File: src/rtl/req_latch_encoder8_if.sv
// Request/offer bundle between a request source/sink and req_latch_encoder8.
// The slave modport is the encoder's view; master is the surrounding logic.
interface req_latch_encoder8_if #(
    parameter int N     = 8,
    parameter int OVF_W = 8
);
    logic [N-1:0]         req_in;
    logic                 clr_all;
    logic                 out_ready;
    logic [2:0]           out_idx;
    logic                 out_valid;
    logic [N-1:0]         pending;
    logic [OVF_W-1:0]     overflow_cnt;

    modport master (
        output req_in,
        output clr_all,
        output out_ready,
        input  out_idx,
        input  out_valid,
        input  pending,
        input  overflow_cnt
    );

    modport slave (
        input  req_in,
        input  clr_all,
        input  out_ready,
        output out_idx,
        output out_valid,
        output pending,
        output overflow_cnt
    );
endinterface

File: src/rtl/req_latch_encoder8.sv
// Sticky request latch feeding a highest-index-first valid/ready offer stage.
// Each served bit is cleared on handshake; re-requests of a still-pending bit
// are counted in a saturating lost-request counter.
module req_latch_encoder8 #(
    parameter int N     = 8,
    parameter int OVF_W = 8
) (
    input  logic                  clk,
    input  logic                  rst_n,
    req_latch_encoder8_if.slave   bus
);

    logic [N-1:0]     pending_q, pending_d;
    logic             valid_q, valid_d;
    logic [2:0]       idx_q, idx_d;
    logic [OVF_W-1:0] ovf_q;

    logic             fire;
    logic             load;
    logic             lost;
    logic [N-1:0]     served;

    // Handshake decode, pending update and next offer selection
    always_comb begin
        fire      = valid_q & bus.out_ready;
        load      = ~valid_q | fire;
        served    = '0;
        if (fire) begin
            served[idx_q] = 1'b1;
        end
        pending_d = (pending_q & ~served) | bus.req_in;
        // A served bit re-requested in its fire cycle is a fresh event, not a loss
        lost      = |(bus.req_in & pending_q & ~served);
        valid_d   = valid_q;
        idx_d     = idx_q;
        if (load) begin
            valid_d = |pending_d;
            idx_d   = '0;
            for (int unsigned i = 0; i < N; i++) begin
                if (pending_d[i]) begin
                    idx_d = 3'(i);
                end
            end
        end
    end

    // State registers: reset, flush, then normal capture/offer/count
    always_ff @(posedge clk) begin
        if (!rst_n) begin
            pending_q <= '0;
            valid_q   <= 1'b0;
            idx_q     <= '0;
            ovf_q     <= '0;
        end else if (bus.clr_all) begin
            pending_q <= '0;
            valid_q   <= 1'b0;
        end else begin
            pending_q <= pending_d;
            valid_q   <= valid_d;
            idx_q     <= idx_d;
            if (lost && (ovf_q != '1)) begin
                ovf_q <= ovf_q + 1'b1;
            end
        end
    end

    assign bus.out_idx      = idx_q;
    assign bus.out_valid    = valid_q;
    assign bus.pending      = pending_q;
    assign bus.overflow_cnt = ovf_q;

endmodule

File: src/flat_wrapper.sv
// flat-port wrapper written by rule: the top's interface ports become plain ports
module req_latch_encoder8_flat 
#(
    parameter int N     = 8,
    parameter int OVF_W = 8
)
  (clk, rst_n, bus_req_in, bus_clr_all, bus_out_ready, bus_out_idx, bus_out_valid, bus_pending, bus_overflow_cnt);
  req_latch_encoder8_if #(.N(N), .OVF_W(OVF_W)) bus_i ();
  input  logic clk;
  input  logic rst_n;
  input wire logic [$bits(bus_i.req_in)-1:0] bus_req_in;
  input wire logic [$bits(bus_i.clr_all)-1:0] bus_clr_all;
  input wire logic [$bits(bus_i.out_ready)-1:0] bus_out_ready;
  output wire logic [$bits(bus_i.out_idx)-1:0] bus_out_idx;
  output wire logic [$bits(bus_i.out_valid)-1:0] bus_out_valid;
  output wire logic [$bits(bus_i.pending)-1:0] bus_pending;
  output wire logic [$bits(bus_i.overflow_cnt)-1:0] bus_overflow_cnt;
  assign bus_i.req_in = bus_req_in;
  assign bus_i.clr_all = bus_clr_all;
  assign bus_i.out_ready = bus_out_ready;
  assign bus_out_idx = bus_i.out_idx;
  assign bus_out_valid = bus_i.out_valid;
  assign bus_pending = bus_i.pending;
  assign bus_overflow_cnt = bus_i.overflow_cnt;
  req_latch_encoder8 #(.N(N), .OVF_W(OVF_W)) u_core (.clk(clk), .rst_n(rst_n), .bus(bus_i));
endmodule
File: config.mk
export PLATFORM = sky130hd
export DESIGN_NAME = req_latch_encoder8_flat
export DESIGN_NICKNAME = d
export VERILOG_FILES = /design/src/rtl/req_latch_encoder8_if.sv /design/src/rtl/req_latch_encoder8.sv /design/src/flat_wrapper.sv
export SDC_FILE = /design/constraint.sdc
export NUM_CORES = 1
export LEC_CHECK = 0
export ABC_AREA = 1
export ABC_CLOCK_PERIOD_IN_PS = 2100
export BUFFER_PORTS_ARGS = -buffer_cell sky130_fd_sc_hd__buf_2
export CAP_MARGIN = 10
export CORE_AREA = 4 4 60 62
export DETAILED_ROUTE_END_ITERATION = 16
export DIE_AREA = 0 0 64 66
export PLACE_DENSITY = 0.53
export SYNTH_ARGS = -nofsm -noshare
export SYNTH_HDL_FRONTEND = slang
export SYNTH_SLANG_ARGS = --single-unit
export TNS_END_PERCENT = 20
File: constraint.sdc
create_clock -name clk -period 2.1 [get_ports clk]
set_clock_uncertainty 0.15 [all_clocks]
set_input_delay 0.105 -clock clk [delete_from_list [all_inputs] [get_ports clk]]
set_output_delay 0.105 -clock clk [all_outputs]
set_load 0.005 [all_outputs]
==> results of run 1 <==
## how the worst min path moves through the flow
stage                              from  cells after the start                    endpoint  slack [ns]
after floorplan           bus_req_in[5]                      2       u_core.bus.pending[5]        0.08
after global placement    bus_req_in[5]                      3       u_core.bus.pending[5]        0.21
after detailed placement  bus_req_in[2]                      3       u_core.bus.pending[2]        0.22
after CTS                   bus_clr_all                      4  u_core.bus.overflow_cnt[7]        0.03
after global routing        bus_clr_all                      4  u_core.bus.overflow_cnt[7]        0.06
final                       bus_clr_all                      4  u_core.bus.overflow_cnt[6]        0.04
## state kept, by name, indices dropped and copies added (netlist names)
name and count:
u_core.bus.pending 8, u_core.bus.out_valid 1, u_core.bus.overflow_cnt 8, u_core.bus.out_idx 3
## synthesized netlist by cell type (2+ instances only)
master and count:
nand2_1 36, dfxtp_1 20, nand3_1 18, a21oi_1 15
nor2_1 14, inv_1 10, inv_2 4, nand2_2 3
nor2_4 3, xnor2_1 3, xor2_1 3, nand2_4 2
nor2_2 2, nor3_1 2, o21ai_0 2
## per-layer routing
metal	up-vias	part of all wire (%)	track usage (%)
met1	483	46	16.0
met2	24	48	24.1
met4	0	0.69	5.12
met5	-	0	0
met3	2	5.1	2.89
li1	568	-	-
## timing repair
item,in CTS,in global routing
setup endpoints to repair,0,0
endpoints found under the hold margin,12,0
setup buffers,0,0
hold buffers,10,0
## layout make-up
cell class,instances,area (µm²)
Inverter,14,52.6
Clock buffer,4,36.3
Timing Repair Buffer,41,255
Tap cell,44,55.1
Fill cell,316,1630
Multi-Input combinational cell,112,597
Sequential cell,20,400
## critical path: stages (launching register included)
cell and delay [ns]:
dfxtp_1 0.36, ha_1 0.23, nand3_1 0.12, nor2_1 0.08
a31oi_2 0.43, nand2_4 0.16, nand2_1 0.10, a21oi_1 0.06
## cell families (layout without fill, tap and decap cells)
| group | count (synthesis) | after routing | share of synthesized area, % |
|---|---|---|---|
| xor gates and xnor gates | 6 | 6 | 5.01 |
| AOI/OAI and AO/OA | 23 | 23 | 13.3 |
| and+or+nand+nor | 82 | 82 | 37.3 |
| DFF | 20 | 20 | 38.1 |
| adders and majority gates | 1 | 1 | 1.19 |
| buffers and inverters | 14 | 59 | 5.01 |
## report_power, final
part / total [mW] / switching (mW) / internal [mW] / leakage [nW]
Sequential: 0.413 / 0.0172 / 0.395 / 0.164
Clock: 0.225 / 0.119 / 0.106 / 0.0210
Combinational: 0.142 / 0.0809 / 0.0610 / 0.465
Total: 0.779 / 0.217 / 0.562 / 0.650
## stage by stage
step / cells / setup slack [ns] / hold WS [ns] / utilization (%) / power (mW)
after CTS: 235 / 0.332 / 0.0315 / 46.1 / 0.793
after global routing: 235 / 0.0891 / 0.0594 / 46.1 / 0.833
final: 235 / 0.313 / 0.0440 / 46.1 / 0.779
after floorplan: 146 / 0.552 / 0.0809 / - / 0.500
after global placement: 221 / 0.361 / 0.214 / 41.6 / 0.549
after detailed placement: 221 / 0.349 / 0.221 / 41.6 / 0.551
==> out/metrics.cfg, run 1 <==
[placement]
placed_area_mm2 = 0.00126
place.port_buffers = 31
dp_hpwl_um = 2040
place.gp.congestion = 0.777

[timing]
maxSlewViolCount = 0
rsz0062_at_grt = false
min_period_ns = 1.79
hold_violations = 0
setup_viol = 0
max_freq_mhz = 560
max_slew_margin_pct = 63.2
post-route-period-util_pct = 85.1
setup_tns_ns = 0
max_slew.worst_pin.slew_ns = 0.551

[critical_path]
cp-startpoint = u_core.bus.overflow_cnt[0]
cp_data_arrival_time_ns = 1.82
crit_required_ns = 2.14
crit_type = reg2reg
cp_max_fo = 9
worst_setup_path_end_kind = flop
critPathCapture = u_core.bus.overflow_cnt[2]
r2r_start = u_core.bus.overflow_cnt[0]
regToRegEndpoint = u_core.bus.overflow_cnt[2]
r2r_cells = 7
rrSetupSlack_ns = 0.31
critPathLaunchType = flop

[clock_network]
cts_resized = 0
clock_latency_ns = 0.30
cts_root_buffer = clkbuf_4
clk_path_buf_depth = 2
cts_tree = yes
clkTransAtPathRegs_ns = 0.12
cts.sinks = 20
htreeDepth = 1
cts_buffers = 3

[detailed_routing]
drc = 0
vias = 1077
firstDrtPassIters = 5
first_iter_violations = 67
avgViaCountPerCell = 4.58
ant_nets = 0
detail_route.wirelength_um = 2620
wire_per_inst_um = 11.1

[global_route]
grt_pass1_wl_um = 4530
grt_overflow_total = 0
grt_max_degree = 12
grt_pass1_vias = 1090
grt_util_all_layers_pct = 13.6
antenna_found_initial = 0

[synthesis]
avgSynthCellArea_um2 = 7.19
synth_top_area_share_pct = 38.1
ys_warn_count = 0
netlist_area_mm2 = 0.00105
synthCells = 146
synth_seq_area_share_pct = 38.1
yosys.area.top_type = dfxtp_1
synth.distinct_cells = 24
synthFlopType = dfxtp_1
synth-edff-count = 0
synth_nets = 159
synth-seq-cells = 20
async_reset_ff_share_pct = 0
ys_top_cells_by_area = dfxtp_1 (38%), nand2_1 (13%), nand3_1 (8.6%)

[floorplanning]
die_area_mm2 = 0.00422
rows = 20
start_util_pct = 34.7
core_mm2 = 0.00303
pin_count = 32
die_w_um = 64
die_h_um = 66

[final_layout]
area_growth_pct = 33.0
final_cell_area_mm2 = 0.00140
drive_gt1_share_pct = 27.7
antennaDiodeCount = 0
final_common_cell = nand2_1
mostFrequentLayoutCells = nand2_1 (36), buf_2 (31), dfxtp_1 (20)
nets = 205

[min_path]
hold_class = in2reg

[power]
ir_drop_v = 0.000200
p_leak_nw = 0.650
powerDensity_mw_per_mm2 = 558

[run_status]
outcome = completed

[run]
maxCapViolCount = 0

(Power assumes the default switching activity.)
==> run 2: changes to the inputs <==
Settings changed: BUFFER_PORTS_ARGS -buffer_cell sky130_fd_sc_hd__buf_2 to -buffer_cell sky130_fd_sc_hd__buf_4, PLACE_DENSITY 0.53 to 0.64.
==> run 2 against run 1 <==
  * Hold slack worse by 0.022 ns
  * Setup slack improved by 0.0033 ns
  * Register-to-register slack barely moved
  * Sequential power barely moved
==> out/metrics.cfg, run 2 (synthesis results as in run 1) <==
[run]
maxCapViolCount = 0

[clock_network]
cts_root_buffer = clkbuf_4
cts_tree = yes
cts_setup_buffers = 0
cts.sinks = 20
cts_resized = 0
clk_path_buf_depth = 2
clkTransAtPathRegs_ns = 0.12
holdBufCountCts = 10
cts_buffers = 3
clock_latency_ns = 0.30
htreeDepth = 1

[timing]
setup_viol = 0
max_slew_margin_pct = 65.0
hold_violations = 0
setup_tns_ns = 0
max_freq_mhz = 561
min_period_ns = 1.78
maxSlewViolCount = 0
fin_ws_ns = 0.316
rsz0062_at_grt = false
post-route-period-util_pct = 85.0
max_slew.worst_pin.slew_ns = 0.524

[detailed_routing]
wl_met3_um = 139
first_iter_violations = 43
top_layer = met4
avgViaCountPerCell = 4.62
ant_nets = 0
vias = 1085
firstDrtPassIters = 4
drc = 0
met1_length_um = 1150
wire_per_inst_um = 11.3
met2_length_um = 1350
detail_route.wirelength_um = 2650

[floorplanning]
die_w_um = 64
rows = 20
core_mm2 = 0.00303
die_area_mm2 = 0.00422
start_util_pct = 34.7
die_h_um = 66
pin_count = 32

[final_layout]
mostFrequentLayoutCells = nand2_1 (36), buf_4 (31), dfxtp_1 (20)
final_common_cell = nand2_1
fin_cells = 235
area_growth_pct = 40.4
multi_input_area_um2 = 597
nets = 205
nFillCells = 310
register_area_um2 = 400
drive_gt1_share_pct = 27.7
antennaDiodeCount = 0

[critical_path]
cp_data_arrival_time_ns = 1.87
cp_slowest_cell = dfxtp_1
crit_required_ns = 2.19
crit_chain = ha_1 > nand3_1 > nor2_1 > a31oi_2 > nand2_4 > nand2_1 > a21oi_1
crit_buf_inv = 0
cp_top_family = simple AND/OR/NAND/NOR gates
rrSetupSlack_ns = 0.32
worst_setup_path_end_kind = flop
slowest_delay_ns = 0.40
cp_max_fo = 9
crit_type = reg2reg
critPathLaunchType = flop

[global_route]
antenna_found_initial = 0
grt_pass1_wl_um = 4390
grt_overflow_total = 0
grt_util_all_layers_pct = 13.3
grt_pass1_vias = 1034
grt_max_degree = 12

[power]
power.total_mw = 0.800
switchingPower_mw = 0.224
ir_drop_v = 0.000302
p_leak_nw = 0.661
p_sw_share_pct = 28.0
pwr-share-seq_pct = 51.7
powerDensity_mw_per_mm2 = 543
p_comb_share_pct = 19.5
internal-power_mw = 0.576
clkPwrFrac_pct = 28.8

[placement]
place_ws_ns = 0.354
place.port_buffers = 31
place.gp.congestion = 0.833
dp_cells = 221
dp_hpwl_um = 2030

[min_path]
hold_class = in2reg

[run_status]
outcome = completed

run 2: changes by cell type in the layout (fill, tap and decap cells not counted):
cell,before,now
buf_4,0,31
buf_2,31,0
run 2: area by class of cell:
type	instances	area share (%)
repair buffers	41	22.6
flip-flops and latches	20	27.2
well taps	44	3.74
multi-input cells	112	40.5
clock buffers	4	2.46
inverters	14	3.57
run 2: stage by stage:
| step | hold WS (ns) | util [%] | area [µm²] |
|---|---|---|---|
| 6_report | 0.0221 | 48.7 | 1470 |
| 4_1_cts | 0.0115 | 48.7 | 1470 |
| 2_1_floorplan | 0.0809 | - | 1050 |
| 5_1_grt | 0.0405 | 48.7 | 1470 |
| 3_5_place_dp | 0.210 | 44.2 | 1340 |
| 3_3_place_gp | 0.207 | 44.2 | 1340 |
run 2: path summary, 6_finish.rpt:
kind         cells past startpoint                         end                  startpoint
min                              4  u_core.bus.overflow_cnt[2]                 bus_clr_all
max                              7  u_core.bus.overflow_cnt[4]  u_core.bus.overflow_cnt[0]
min reg2reg                      2  u_core.bus.overflow_cnt[1]  u_core.bus.overflow_cnt[1]
max reg2reg                      7  u_core.bus.overflow_cnt[4]  u_core.bus.overflow_cnt[0]
run 2: routing by layer:
metal | vias up | track usage, %
met2 | 25 | 23.4
met1 | 490 | 15.6
met4 | 0 | 4.85
met3 | 2 | 3.06
li1 | 568 | -
met5 | - | 0
run 2: power by group through the flow:
stage / Combinational (mW) / Clock, mW / Sequential [mW]
finish: 0.156 / 0.230 / 0.414
detailed placement: 0.143 / 0 / 0.422
global route: 0.175 / 0.254 / 0.417
floorplan: 0.0791 / 0 / 0.420
CTS: 0.158 / 0.241 / 0.414
global placement: 0.141 / 0 / 0.421
run 2: tightest hold or removal path, stage by stage:
cell and delay, ns:
buf_4 0.09, a31oi_2 0.09, nand3_1 0.10, a21oi_1 0.06
